**src/rtl/multicycle_ctrl_if.sv**
```systemverilog
// rtl/multicycle_ctrl_if.sv - shared memory port between the multi-cycle controller and memory
//
// Purpose: groups the single memory port request/response signals.
// Signals:
//   mem_req    request active (controller -> memory)
//   iord       0 = PC address (fetch), 1 = ALU address (data access)
//   mem_read   read qualifier
//   mem_write  write qualifier
//   mem_ready  memory completes the current request this cycle (memory -> controller)
// Modports: master = controller side, slave = memory side.

interface multicycle_ctrl_if;
    logic mem_req;
    logic iord;
    logic mem_read;
    logic mem_write;
    logic mem_ready;

    modport master (
        output mem_req,
        output iord,
        output mem_read,
        output mem_write,
        input  mem_ready
    );

    modport slave (
        input  mem_req,
        input  iord,
        input  mem_read,
        input  mem_write,
        output mem_ready
    );
endinterface

```
**src/rtl/multicycle_ctrl.sv**
```systemverilog
// rtl/multicycle_ctrl.sv - multi-cycle control FSM for the RV64I core
//
// Purpose: sequences fetch/decode/execute/mem/writeback around the shared datapath,
// decodes the IR opcode, drives imm_gen select and datapath enables, and arbitrates
// the single memory port between fetch and data access with a bounded wait.
// Optional feature: define CTRL_PERF_EN to add the retired_cnt output (CNT_W bits).
// Ports:
//   clk, reset           clock / synchronous active-high reset
//   start, stop          begin fetching from IDLE / halt at next retire
//   instruction[31:0]    current IR contents
//   zero                 ALU zero flag for BEQ
//   mem                  memory port (multicycle_ctrl_if.master)
//   ir_write, pc_write   IR / PC load pulses
//   pc_src               0 = PC+4, 1 = branch target
//   alu_src_b            0 = rs2, 1 = imm
//   alu_op[1:0]          00 add, 01 sub, 10 R-funct, 11 I-funct
//   imm_sel[1:0]         00 I, 01 S, 10 B, 11 none
//   reg_write            regfile write pulse
//   mem_to_reg           writeback from memory data
//   busy, done           not IDLE / retire pulse
//   illegal, mem_err     sticky error flags, cleared by start
//   retired_cnt          retired-instruction count (CTRL_PERF_EN only)

module multicycle_ctrl #(
    parameter int MEM_WAIT_MAX = 15
`ifdef CTRL_PERF_EN
    ,
    parameter int CNT_W = 32
`endif
) (
    input  logic        clk,
    input  logic        reset,
    input  logic        start,
    input  logic        stop,
    input  logic [31:0] instruction,
    input  logic        zero,
    multicycle_ctrl_if.master mem,
    output logic        ir_write,
    output logic        pc_write,
    output logic        pc_src,
    output logic        alu_src_b,
    output logic [1:0]  alu_op,
    output logic [1:0]  imm_sel,
    output logic        reg_write,
    output logic        mem_to_reg,
    output logic        busy,
    output logic        done,
    output logic        illegal,
    output logic        mem_err
`ifdef CTRL_PERF_EN
    ,
    output logic [CNT_W-1:0] retired_cnt
`endif
);

    localparam int WAIT_W = $clog2(MEM_WAIT_MAX + 1);
    localparam logic [WAIT_W-1:0] WAIT_LAST = WAIT_W'(MEM_WAIT_MAX);

    localparam logic [6:0] OP_R   = 7'b0110011;
    localparam logic [6:0] OP_I   = 7'b0010011;
    localparam logic [6:0] OP_LD  = 7'b0000011;
    localparam logic [6:0] OP_SD  = 7'b0100011;
    localparam logic [6:0] OP_BEQ = 7'b1100011;

    typedef enum logic [2:0] {
        st_idle,
        st_fetch,
        st_decode,
        st_exec,
        st_mem,
        st_wb
    } state_t;

    state_t            state;
    state_t            state_next;
    logic [WAIT_W-1:0] wait_cnt;
    logic              stop_pending;
    logic              retire;
    logic              timeout;
    logic              set_illegal;
    logic              wait_hit;

    logic [6:0] opcode;
    logic       is_r;
    logic       is_i;
    logic       is_ld;
    logic       is_sd;
    logic       is_beq;
    logic       is_legal;

    // Only the opcode field steers control; the rest of the IR feeds the datapath.
    logic unused_ir_bits;
    assign unused_ir_bits = ^instruction[31:7];

    assign opcode   = instruction[6:0];
    assign is_r     = (opcode == OP_R);
    assign is_i     = (opcode == OP_I);
    assign is_ld    = (opcode == OP_LD);
    assign is_sd    = (opcode == OP_SD);
    assign is_beq   = (opcode == OP_BEQ);
    assign is_legal = is_r | is_i | is_ld | is_sd | is_beq;

    always_comb begin
        imm_sel = 2'b11;
        if (is_i || is_ld) begin
            imm_sel = 2'b00;
        end else if (is_sd) begin
            imm_sel = 2'b01;
        end else if (is_beq) begin
            imm_sel = 2'b10;
        end
    end

    // The counter sits at MEM_WAIT_MAX on the last allowed request cycle.
    assign wait_hit = (wait_cnt == WAIT_LAST);

    always_comb begin
        state_next    = state;
        mem.mem_req   = 1'b0;
        mem.iord      = 1'b0;
        mem.mem_read  = 1'b0;
        mem.mem_write = 1'b0;
        ir_write      = 1'b0;
        pc_write      = 1'b0;
        pc_src        = 1'b0;
        alu_src_b     = 1'b0;
        alu_op        = 2'b00;
        reg_write     = 1'b0;
        mem_to_reg    = 1'b0;
        done          = 1'b0;
        retire        = 1'b0;
        timeout       = 1'b0;
        set_illegal   = 1'b0;
        busy          = (state != st_idle);

        case (state)
            st_idle: begin
                if (start) begin
                    state_next = st_fetch;
                end
            end
            st_fetch: begin
                mem.mem_req  = 1'b1;
                mem.mem_read = 1'b1;
                // mem_ready on the last wait cycle still completes normally.
                if (mem.mem_ready) begin
                    ir_write   = 1'b1;
                    pc_write   = 1'b1;
                    state_next = st_decode;
                end else if (wait_hit) begin
                    timeout    = 1'b1;
                    state_next = st_idle;
                end
            end
            st_decode: begin
                if (is_legal) begin
                    state_next = st_exec;
                end else begin
                    set_illegal = 1'b1;
                    state_next  = st_idle;
                end
            end
            st_exec: begin
                if (is_r) begin
                    alu_op     = 2'b10;
                    state_next = st_wb;
                end else if (is_i) begin
                    alu_op     = 2'b11;
                    alu_src_b  = 1'b1;
                    state_next = st_wb;
                end else if (is_ld || is_sd) begin
                    alu_src_b  = 1'b1;
                    state_next = st_mem;
                end else if (is_beq) begin
                    alu_op   = 2'b01;
                    pc_write = zero;
                    pc_src   = 1'b1;
                    retire   = 1'b1;
                end else begin
                    // IR changed under us after decode; treat as illegal.
                    set_illegal = 1'b1;
                    state_next  = st_idle;
                end
            end
            st_mem: begin
                mem.mem_req   = 1'b1;
                mem.iord      = 1'b1;
                mem.mem_read  = is_ld;
                mem.mem_write = is_sd;
                if (mem.mem_ready) begin
                    if (is_ld) begin
                        state_next = st_wb;
                    end else begin
                        retire = 1'b1;
                    end
                end else if (wait_hit) begin
                    timeout    = 1'b1;
                    state_next = st_idle;
                end
            end
            st_wb: begin
                reg_write  = 1'b1;
                mem_to_reg = is_ld;
                retire     = 1'b1;
            end
            default: begin
                state_next = st_idle;
            end
        endcase

        if (retire) begin
            done       = 1'b1;
            state_next = (stop || stop_pending) ? st_idle : st_fetch;
        end
    end

    always_ff @(posedge clk) begin
        if (reset) begin
            state        <= st_idle;
            wait_cnt     <= '0;
            stop_pending <= 1'b0;
            illegal      <= 1'b0;
            mem_err      <= 1'b0;
        end else begin
            state <= state_next;

            // Only a waiting request stays in FETCH/MEM, so any other move restarts the count.
            if ((state_next == state) && ((state == st_fetch) || (state == st_mem))) begin
                wait_cnt <= wait_cnt + WAIT_W'(1);
            end else begin
                wait_cnt <= '0;
            end

            if (retire || (state_next == st_idle)) begin
                stop_pending <= 1'b0;
            end else if (stop && (state != st_idle)) begin
                stop_pending <= 1'b1;
            end

            if ((state == st_idle) && start) begin
                illegal <= 1'b0;
            end else if (set_illegal) begin
                illegal <= 1'b1;
            end

            if ((state == st_idle) && start) begin
                mem_err <= 1'b0;
            end else if (timeout) begin
                mem_err <= 1'b1;
            end
        end
    end

`ifdef CTRL_PERF_EN
    always_ff @(posedge clk) begin
        if (reset) begin
            retired_cnt <= '0;
        end else if (done) begin
            retired_cnt <= retired_cnt + CNT_W'(1);
        end
    end
`endif

endmodule
```
**src/flat_wrapper.sv**
```systemverilog
// flat-port wrapper written by rule: the top's interface ports become plain ports
module multicycle_ctrl_flat 
#(
    parameter int MEM_WAIT_MAX = 15

)
  (clk, reset, start, stop, instruction, zero, ir_write, pc_write, pc_src, alu_src_b, alu_op, imm_sel, reg_write, mem_to_reg, busy, done, illegal, mem_err, mem_mem_req, mem_iord, mem_mem_read, mem_mem_write, mem_mem_ready);
  multicycle_ctrl_if mem_i ();
  input  logic clk;
  input  logic reset;
  input  logic start;
  input  logic stop;
  input  logic [31:0] instruction;
  input  logic zero;
  output logic ir_write;
  output logic pc_write;
  output logic pc_src;
  output logic alu_src_b;
  output logic [1:0] alu_op;
  output logic [1:0] imm_sel;
  output logic reg_write;
  output logic mem_to_reg;
  output logic busy;
  output logic done;
  output logic illegal;
  output logic mem_err;
  output wire logic [$bits(mem_i.mem_req)-1:0] mem_mem_req;
  output wire logic [$bits(mem_i.iord)-1:0] mem_iord;
  output wire logic [$bits(mem_i.mem_read)-1:0] mem_mem_read;
  output wire logic [$bits(mem_i.mem_write)-1:0] mem_mem_write;
  input wire logic [$bits(mem_i.mem_ready)-1:0] mem_mem_ready;
  assign mem_mem_req = mem_i.mem_req;
  assign mem_iord = mem_i.iord;
  assign mem_mem_read = mem_i.mem_read;
  assign mem_mem_write = mem_i.mem_write;
  assign mem_i.mem_ready = mem_mem_ready;
  multicycle_ctrl #(.MEM_WAIT_MAX(MEM_WAIT_MAX)) u_core (.clk(clk), .reset(reset), .start(start), .stop(stop), .instruction(instruction), .zero(zero), .mem(mem_i), .ir_write(ir_write), .pc_write(pc_write), .pc_src(pc_src), .alu_src_b(alu_src_b), .alu_op(alu_op), .imm_sel(imm_sel), .reg_write(reg_write), .mem_to_reg(mem_to_reg), .busy(busy), .done(done), .illegal(illegal), .mem_err(mem_err));
endmodule
```
**config.mk**
```make
export PLATFORM = sky130hd
export DESIGN_NAME = multicycle_ctrl_flat
export DESIGN_NICKNAME = d
export VERILOG_FILES = /design/src/rtl/multicycle_ctrl_if.sv /design/src/rtl/multicycle_ctrl.sv /design/src/flat_wrapper.sv
export SDC_FILE = /design/constraint.sdc
export NUM_CORES = 1
export LEC_CHECK = 0
export ABC_AREA = 1
export CORE_MARGIN = 3
export CORE_UTILIZATION = 30
export CTS_BUF_LIST = sky130_fd_sc_hd__clkbuf_8
export CTS_CLUSTER_SIZE = 28
export DETAILED_ROUTE_END_ITERATION = 6
export PLACE_DENSITY = 0.75
export SLEW_MARGIN = 40
export SYNTH_ARGS = -nofsm -noshare
export SYNTH_HDL_FRONTEND = slang
export SYNTH_SLANG_ARGS = --single-unit
```
**constraint.sdc**
```tcl
create_clock -name clk -period 3 [get_ports clk]
set_input_delay 0.3 -clock clk [delete_from_list [all_inputs] [get_ports clk]]
set_output_delay 0.3 -clock clk [all_outputs]
set_load 0.03 [all_outputs]
```
Yosys cells after proc, flatten, opt, wreduce, memory -nomap -nowiden:

Cells that the tools add are included.

* equality and inequality tests: 12
* multiplexer cells: 56
* reductions and logical operators: 15
* $add $sub $neg: 1
* bitwise gates (word level): 5

Operator list (number)
* 1-bit 2-to-1 mux: 34
* 3-bit 2-to-1 mux: 10
* 3-bit one-hot mux with 6 select lines: 1
* 7-bit by 6-bit equality test with 1-bit output (second input constant): 2
* 2-bit 2-to-1 mux: 7
* 2-bit OR reduction: 4
* 7-bit by 2-bit equality test with 1-bit output (second input constant): 1
* 7-bit by 5-bit equality test with 1-bit output (second input constant): 1
* 7-bit equality test (second input constant): 1
* 3-bit by 2-bit equality test with 1-bit output (second input constant): 2
* 3-bit equality test (second input constant): 2
* 3-bit logical NOT: 2
* 1-bit one-hot mux with 2 select lines: 3
* 1-bit logical OR: 5
* 4-bit by 1-bit adder with 4-bit output (second input constant): 1
* 4-bit equality test (second input constant): 1
* 1-bit OR: 4
* 3-bit by 1-bit equality test with 1-bit output (second input constant): 1
* 3-bit equality test: 1
* 1-bit logical AND: 3
* 1-bit one-hot mux with 3 select lines: 1
* 3-bit nonzero test: 1
* 1-bit NOT: 1

* bits of input ports: 38
* word-level logic and storage cells: 94
* register bits after elaboration: 10
* output and inout bits: 18

Longest topological paths before layout:

Gate-level depths: netlist of the first run.

* depth in word-level cells: 12
* depth in mapped cells: 14

Worst setup path before layout of the first run:

Ideal clock, no wire load.

* path type: input to output
* start point: input port instruction[3]
* end point: output port alu_src_b
* path buffers: 0
* arrival: 1601 ps
* setup slack: 1099 ps
* data required time: 2700 ps
* stages on the path: 5
* cell sequence: nor2_1 nand3_1 nor2_1 nand2_1 nor3_1

* word-level cells in the longest chain between the ends: 6

RTL lines
* start: declaration: RTL line flat_wrapper.sv:13 `input logic [31:0] instruction;`
* 7-bit by 2-bit equality test with 1-bit output or 7-bit by 6-bit equality test with 1-bit output (tied branches): RTL line multicycle_ctrl.sv:98, multicycle_ctrl.sv:99
* 1-bit logical OR: RTL line multicycle_ctrl.sv:171 `end else if (is_ld || is_sd) begin`
* 1-bit 2-to-1 mux: RTL line multicycle_ctrl.sv:171
* 1-bit 2-to-1 mux: RTL line multicycle_ctrl.sv:167 `end else if (is_i) begin`
* 1-bit 2-to-1 mux *: RTL line multicycle_ctrl.sv:164 `if (is_r) begin`
* 1-bit 2-to-1 mux *: RTL line multicycle_ctrl.sv:136 `case (state)`
* end: declaration: RTL line flat_wrapper.sv:18 `output logic alu_src_b;`

Every way passes the cells marked *; elsewhere a longest branch is shown, timed or not.

Worst setup path in the final report of the first run:

* start point: input port instruction[3]
* end point: output port alu_op[0]

* word-level cells in the longest chain between the ends: 6

RTL lines
* 7-bit equality test (tied with other cells): RTL line multicycle_ctrl.sv:100 `assign is_beq = (opcode == OP_BEQ);`
* 1-bit 2-to-1 mux or 1-bit logical OR (tied branches): RTL line multicycle_ctrl.sv:174, multicycle_ctrl.sv:171
* 2-bit 2-to-1 mux: RTL line multicycle_ctrl.sv:171
* 2-bit 2-to-1 mux: RTL line multicycle_ctrl.sv:167
* 2-bit 2-to-1 mux *: RTL line multicycle_ctrl.sv:164
* 2-bit 2-to-1 mux *: RTL line multicycle_ctrl.sv:136
* end: declaration: RTL line flat_wrapper.sv:19 `output logic [1:0] alu_op;`

Marks and branches as above.

==> results of run 1 <==
-- kinds of logic after synthesis --
kind of cell,count (synthesis),share of synthesized area
compound gates,13,0.0840
xor+xnor,2,0.0214
fa+ha+maj,1,0.0153
buf+inv,24,0.125
flops,10,0.244
simple gates,80,0.510
-- final timing paths --
path	end	slack [ns]	cells after the start
setup / recovery	alu_op[0]	0.41	9
hold / removal	u_core.wait_cnt[0]	0.45	1
setup reg to reg	u_core.wait_cnt[0]	1.28	10
hold reg to reg	u_core.wait_cnt[0]	0.45	1
-- registers in the layout (all words and copies together) (netlist names) --
signal / flops
u_core.stop_pending: 1
u_core.state: 3
u_core.illegal: 1
u_core.wait_cnt: 4
u_core.mem_err: 1
-- synthesized netlist by cell type, drive strengths merged --
master / instances / area share
nand4: 1 / 0.0076
a21oi: 7 / 0.043
dfxtp: 10 / 0.24
a41oi: 1 / 0.011
ha: 1 / 0.015
buf: 2 / 0.023
nor3: 4 / 0.024
nand3: 16 / 0.15
xor2: 1 / 0.011
nor2: 25 / 0.15
inv: 21 / 0.096
clkinv: 1 / 0.0061
xnor2: 1 / 0.011
nand2: 34 / 0.18
o21ai: 5 / 0.031
-- metrics by stage --
| stage | power, mW | util |
|---|---|---|
| 6_report | 0.351 | 0.464 |
| 2_1_floorplan | 0.183 | - |
| 3_3_place_gp | 0.214 | 0.447 |
| 3_5_place_dp | 0.216 | 0.447 |
| 5_1_grt | 0.368 | 0.464 |
| 4_1_cts | 0.357 | 0.464 |
-- worst max-delay path, delay by kind of cell --
| family | cells | cell delay [ns] |
|---|---|---|
| buf+inv | 3 | 1.24 |
| simple gates | 5 | 0.60 |
| compound gates | 1 | 0.14 |
-- routing by layer --
metal	up-vias	track usage
met1	415	0.170
li1	476	-
met2	24	0.225
met5	-	0
met4	0	0.0364
met3	2	0.0334
-- final cells by class --
type                    count  area [µm²]
inverters                  22        83.8
well taps                  30        37.5
multi-input cells          96         517
flip-flops and latches     10         200
fillers                   268        1370
clock buffers               3        41.3
repair buffers             30         300
-- power by group --
part | switching, mW | internal (mW) | total (mW)
Clock | 0.0494 | 0.0876 | 0.137
Combinational | 0.0406 | 0.0329 | 0.0735
Sequential | 0.00423 | 0.136 | 0.140
Total | 0.0943 | 0.256 | 0.351
==> run summary, run 1 <==
ROUTE
------------------------------------------------------------------------------
Routed met2 length                                                     1090 µm
Via count normalized by instance count                                    4.80
DRT iter0 DRCs                                                              15
Total iterations of the first detailed-routing run                           4
WL per Instance                                                        11.2 µm
Total Routed Length                                                    2140 µm
Uppermost routed layer                                                    met4
Post-detailed-route count of antenna-violating nets                          0
Final routed DRC violation total                                             0
Met3 wire length                                                        116 µm
Metal-1 WL                                                              926 µm
Number of vias after detailed routing                                      917

GLOBAL ROUTING
------------------------------------------------------------------------------
First-pass GRT wire length                                             3660 µm
Remaining global-route overflow                                              0
Pin count of the biggest net entering global routing                        10
Antenna violations before repair                                             0
Combined global-route utilization of all metal layers                    0.134
Via count of the first global-routing pass                                 899

FLOORPLAN
------------------------------------------------------------------------------
Count of boundary I/O pins                                                  56
Floorplan Core Area                                                0.00254 mm²
Area of the die                                                    0.00339 mm²
Initial Utilization                                                      0.322
Die W                                                                  58.3 µm
# rows                                                                      18
Chip height                                                            58.3 µm

PLACEMENT
------------------------------------------------------------------------------
Place WS                                                              0.432 ns
Port buffer count                                                           30
HPWL Detailed                                                          1800 µm
Placement Cell Area                                                0.00114 mm²
Number of cells after detailed placement                                   188
GPL Wtd Cong                                                             0.829

HOLD PATH
------------------------------------------------------------------------------
Hold path start                                                   u_core.wait_cnt[0]
Type of the tightest min-delay check                              register to register

STA
------------------------------------------------------------------------------
Pins over their slew limit                                                   0
Worst setup margin                                                    0.411 ns
Transition time at the pin with the least slew margin                 0.383 ns
RSZ-0062 raised after global routing                                     false
Max frequency                                                          386 MHz
Number of hold violations in the final report                                0
Final TNS setup                                                           0 ns
Final hold slack                                                      0.451 ns
Worst clock skew                                                    0.00237 ns
Final critical-path share of the clock period                            0.863
Slew headroom                                                            0.744
Crit path time final                                                   2.59 ns
Setup Viol. Count Final                                                      0

WORST SETUP PATH
------------------------------------------------------------------------------
Req. time, crit path                                                   2.70 ns
FF-to-FF Start                                                    u_core.state[2]
Worst setup EP type                                                 output pin
CP peak stage delay                                                    0.68 ns
CP arrival                                                             2.29 ns
Cell type of the slowest stage on the worst timing path           clkdlybuf4s50_1
Crit path max fanout                                                         4
Critical path startpoint category                                 primary input
Critical path class                                               primary input to output pin
Critical Path Source                                              instruction[3]
Most numerous cell on the critical path                                 nor2_1
Series of cell instances along the critical path                  clkdlybuf4s50_1, nor2_1, nand3_1, nor2_1, inv_1, nor2_1, nand2_1, a21oi_1, clkdlybuf4s50_1

LOGIC SYNTHESIS
------------------------------------------------------------------------------
Synthesized net count                                                      169
Yosys warns                                                                  0
Netlist area before placement                                          820 µm²
Mapped Cells                                                               130
Flip-flop and latch count after synthesis                                   10
Part of the Yosys area used for sequential elements                      0.244
Number of different library cells in the post-synthesis netlist             23
Mean cell area of the mapped netlist                                  6.30 µm²

CLOCK NETWORK
------------------------------------------------------------------------------
Post-CTS Hold Buffers                                                        0
CTS H-Tree Depth                                                             1
Inserted Clock Buffers                                                       3
Cells resized by post-CTS repair                                             0
Max Buffers Root-to-Sink                                                     2
TritonCTS clock tree                                                     built
Total setup buffers inserted after CTS                                       0
CTS root buf                                                          clkbuf_8
Clock latency reported for the late side of the worst-skew pair        0.23 ns
CTS clock-pin slew for the worst setup and hold paths                  0.04 ns
Sink Count                                                                  10

OUTCOME
------------------------------------------------------------------------------
Outcome                                                           finished clean

POWER AND IR DROP
------------------------------------------------------------------------------
Worst vdd ir                                                          0.318 mV
Pwr Density                                                         297 mW/mm²
Static leakage power                                                  0.553 nW

FINISH
------------------------------------------------------------------------------
Final standard cell area without fillers                           0.00118 mm²
Fraction of layout cells with a size suffix above 1                      0.155
Most frequent cells in the layout                                 nand2_1, clkdlybuf4s50_1, nor2_1
Number of inserted diodes                                                    0
Layout Nets                                                                202
Count of non-filler cells in the finished layout                           191
Layout overhead on the synthesized area                                  44.0%

RUN
------------------------------------------------------------------------------
Max-capacitance violation count                                              0

Power figures use the tool's default switching activity.
==> run 2, diff against run 1 <==
Settings changed: CORE_MARGIN 3 to unset, PLACE_DENSITY 0.75 to 0.78.
Clock period 3 ns to 2.3 ns, I/O delays scaled along.
==> run 2 against run 1 <==
  * Sequential share of layout area fell by 0.69 points
  * Cell count increased by 3.1%
  * Setup slack worse by 0.33 ns
  * Sequential power grew 30%
  * Non-clock buffer count up 5
  * Clock skew fell by 0.0020 ns
  * Design area up 4.9%
  * Core utilization rose by 2.7 points
  * Die area decreased by 13%
  * Global-route usage increased by 2.8 points
  * Clock-buffer cell count increased by 1
  * Critical endpoint is now mem_to_reg
==> run summary, run 2 (synthesis gave the netlist of run 1 again) <==
CLOCK NETWORK
------------------------------------------------------------------------------
CTS clock-pin slew for the worst setup and hold paths                  0.05 ns
Inserted Clock Buffers                                                       3
CTS H-Tree Depth                                                             1
Total setup buffers inserted after CTS                                       0
CTS root buf                                                          clkbuf_8
TritonCTS clock tree                                                     built
Max Buffers Root-to-Sink                                                     2
Sink Count                                                                  10
Post-CTS Hold Buffers                                                        0
Clock latency reported for the late side of the worst-skew pair        0.24 ns
Cells resized by post-CTS repair                                             0

FINISH
------------------------------------------------------------------------------
Layout overhead on the synthesized area                                  51.0%
Filler Cell Count                                                          258
Area of the multi-input gates                                          517 µm²
Number of flip-flops under the largest register name                         4
Layout Nets                                                                207
Post-layout utilization of the core                                      0.491
Fraction of layout cells with a size suffix above 1                      0.204
Number of inserted diodes                                                    0
Registers with the highest flip-flop counts                       u_core.wait_cnt (4), u_core.state (3)
Most frequent cells in the layout                                 nand2_1, clkdlybuf4s50_1, nor2_1
Most common cell after layout, fill and taps aside                     nand2_1
Register with the highest flop count                              u_core.wait_cnt
FF/Latch Area                                                          201 µm²

FLOORPLAN
------------------------------------------------------------------------------
Chip height                                                            54.3 µm
Die W                                                                  54.3 µm
# rows                                                                      18
Count of boundary I/O pins                                                  56
Initial Utilization                                                      0.325
Area of the die                                                    0.00294 mm²
Floorplan Core Area                                                0.00252 mm²

POWER AND IR DROP
------------------------------------------------------------------------------
Static leakage power                                                  0.662 nW
Total power of the final layout                                       0.503 mW
Pwr Density                                                         407 mW/mm²
Worst vdd ir                                                          0.412 mV

STA
------------------------------------------------------------------------------
Max frequency                                                          450 MHz
Transition time at the pin with the least slew margin                 0.343 ns
Slew headroom                                                            0.771
Setup Viol. Count Final                                                      0
Worst setup margin                                                   0.0770 ns
Number of hold violations in the final report                                0
Final critical-path share of the clock period                            0.967
Crit path time final                                                   2.22 ns
Worst clock skew                                                   0.000340 ns
Pins over their slew limit                                                   0

HOLD PATH
------------------------------------------------------------------------------
Type of the tightest min-delay check                              register to register

ROUTE
------------------------------------------------------------------------------
WL per Instance                                                        11.0 µm
DRT iter0 DRCs                                                              13
Via count normalized by instance count                                    4.71
Total iterations of the first detailed-routing run                           5
Post-detailed-route count of antenna-violating nets                          0
Final routed DRC violation total                                             0
Number of vias after detailed routing                                      928
Total Routed Length                                                    2160 µm

GLOBAL ROUTING
------------------------------------------------------------------------------
Via count of the first global-routing pass                                 823
Remaining global-route overflow                                              0
Combined global-route utilization of all metal layers                    0.163
Pin count of the biggest net entering global routing                         9
First-pass GRT wire length                                             3460 µm
Antenna violations before repair                                             0

WORST SETUP PATH
------------------------------------------------------------------------------
CP peak stage delay                                                    0.68 ns
Buffering stage count on the worst path with inverters included              2
Req. time, crit path                                                   2.07 ns
Worst setup EP type                                                 output pin
Most numerous cell on the critical path                           clkdlybuf4s50_1
Critical path class                                               primary input to output pin
Critical path startpoint category                                 primary input
Cell type of the slowest stage on the worst timing path           clkdlybuf4s50_1
Dominant delay contributor by cell family on the critical path    buffers and inverters
Crit path max fanout                                                         3
CP arrival                                                             1.99 ns
Series of cell instances along the critical path                  clkdlybuf4s50_1, nand2_1, nor2_4, nand3_1, nor2_1, clkdlybuf4s50_1

OUTCOME
------------------------------------------------------------------------------
Outcome                                                           finished clean

PLACEMENT
------------------------------------------------------------------------------
Port buffer count                                                           30
HPWL Detailed                                                          1720 µm
GPL Wtd Cong                                                             0.825
Place WS                                                             0.0206 ns

RUN
------------------------------------------------------------------------------
Max-capacitance violation count                                              0

run 2: area by class of cell:
type                            instances  share of cell area
Clock buffer                            4              0.0445
Inverter                               22              0.0677
Multi-Input combinational cell         96               0.418
Sequential cell                        10               0.163
Tap cell                               30              0.0303
Timing Repair Buffer                   35               0.277
run 2: report_power, final:
| group | switching [mW] | internal, mW |
|---|---|---|
| clock | 0.0690 | 0.150 |
| combinational | 0.0553 | 0.0466 |
| sequential | 0.00471 | 0.177 |
| total | 0.129 | 0.374 |
run 2: final timing paths:
path,end,depth (start not counted),slack (ns),from
max reg2reg,u_core.wait_cnt[3],11,0.67,u_core.state[1]
max,mem_to_reg,6,0.08,instruction[0]
min reg2reg,u_core.wait_cnt[0],1,0.45,u_core.wait_cnt[0]
min,u_core.wait_cnt[0],1,0.45,u_core.wait_cnt[0]
run 2: per-layer routing:
metal | vias up | wire length (µm) | GRT usage
li1 | 480 | - | -
met1 | 414 | 976 | 0.201
met2 | 27 | 1030 | 0.266
met3 | 7 | 113 | 0.0333
met4 | 0 | 46 | 0.0769
met5 | - | 0 | 0
run 2: through the flow:
stage / setup TNS, ns / cells / hold slack [ns] / instance area [µm²]
after global routing: -0.00232 / 197 / 0.495 / 1240
after global placement: 0 / 193 / 0.432 / 1170
after detailed placement: 0 / 193 / 0.449 / 1170
after floorplan: 0 / 130 / 0.299 / 820
final: 0 / 197 / 0.452 / 1240
after CTS: 0 / 197 / 0.460 / 1230
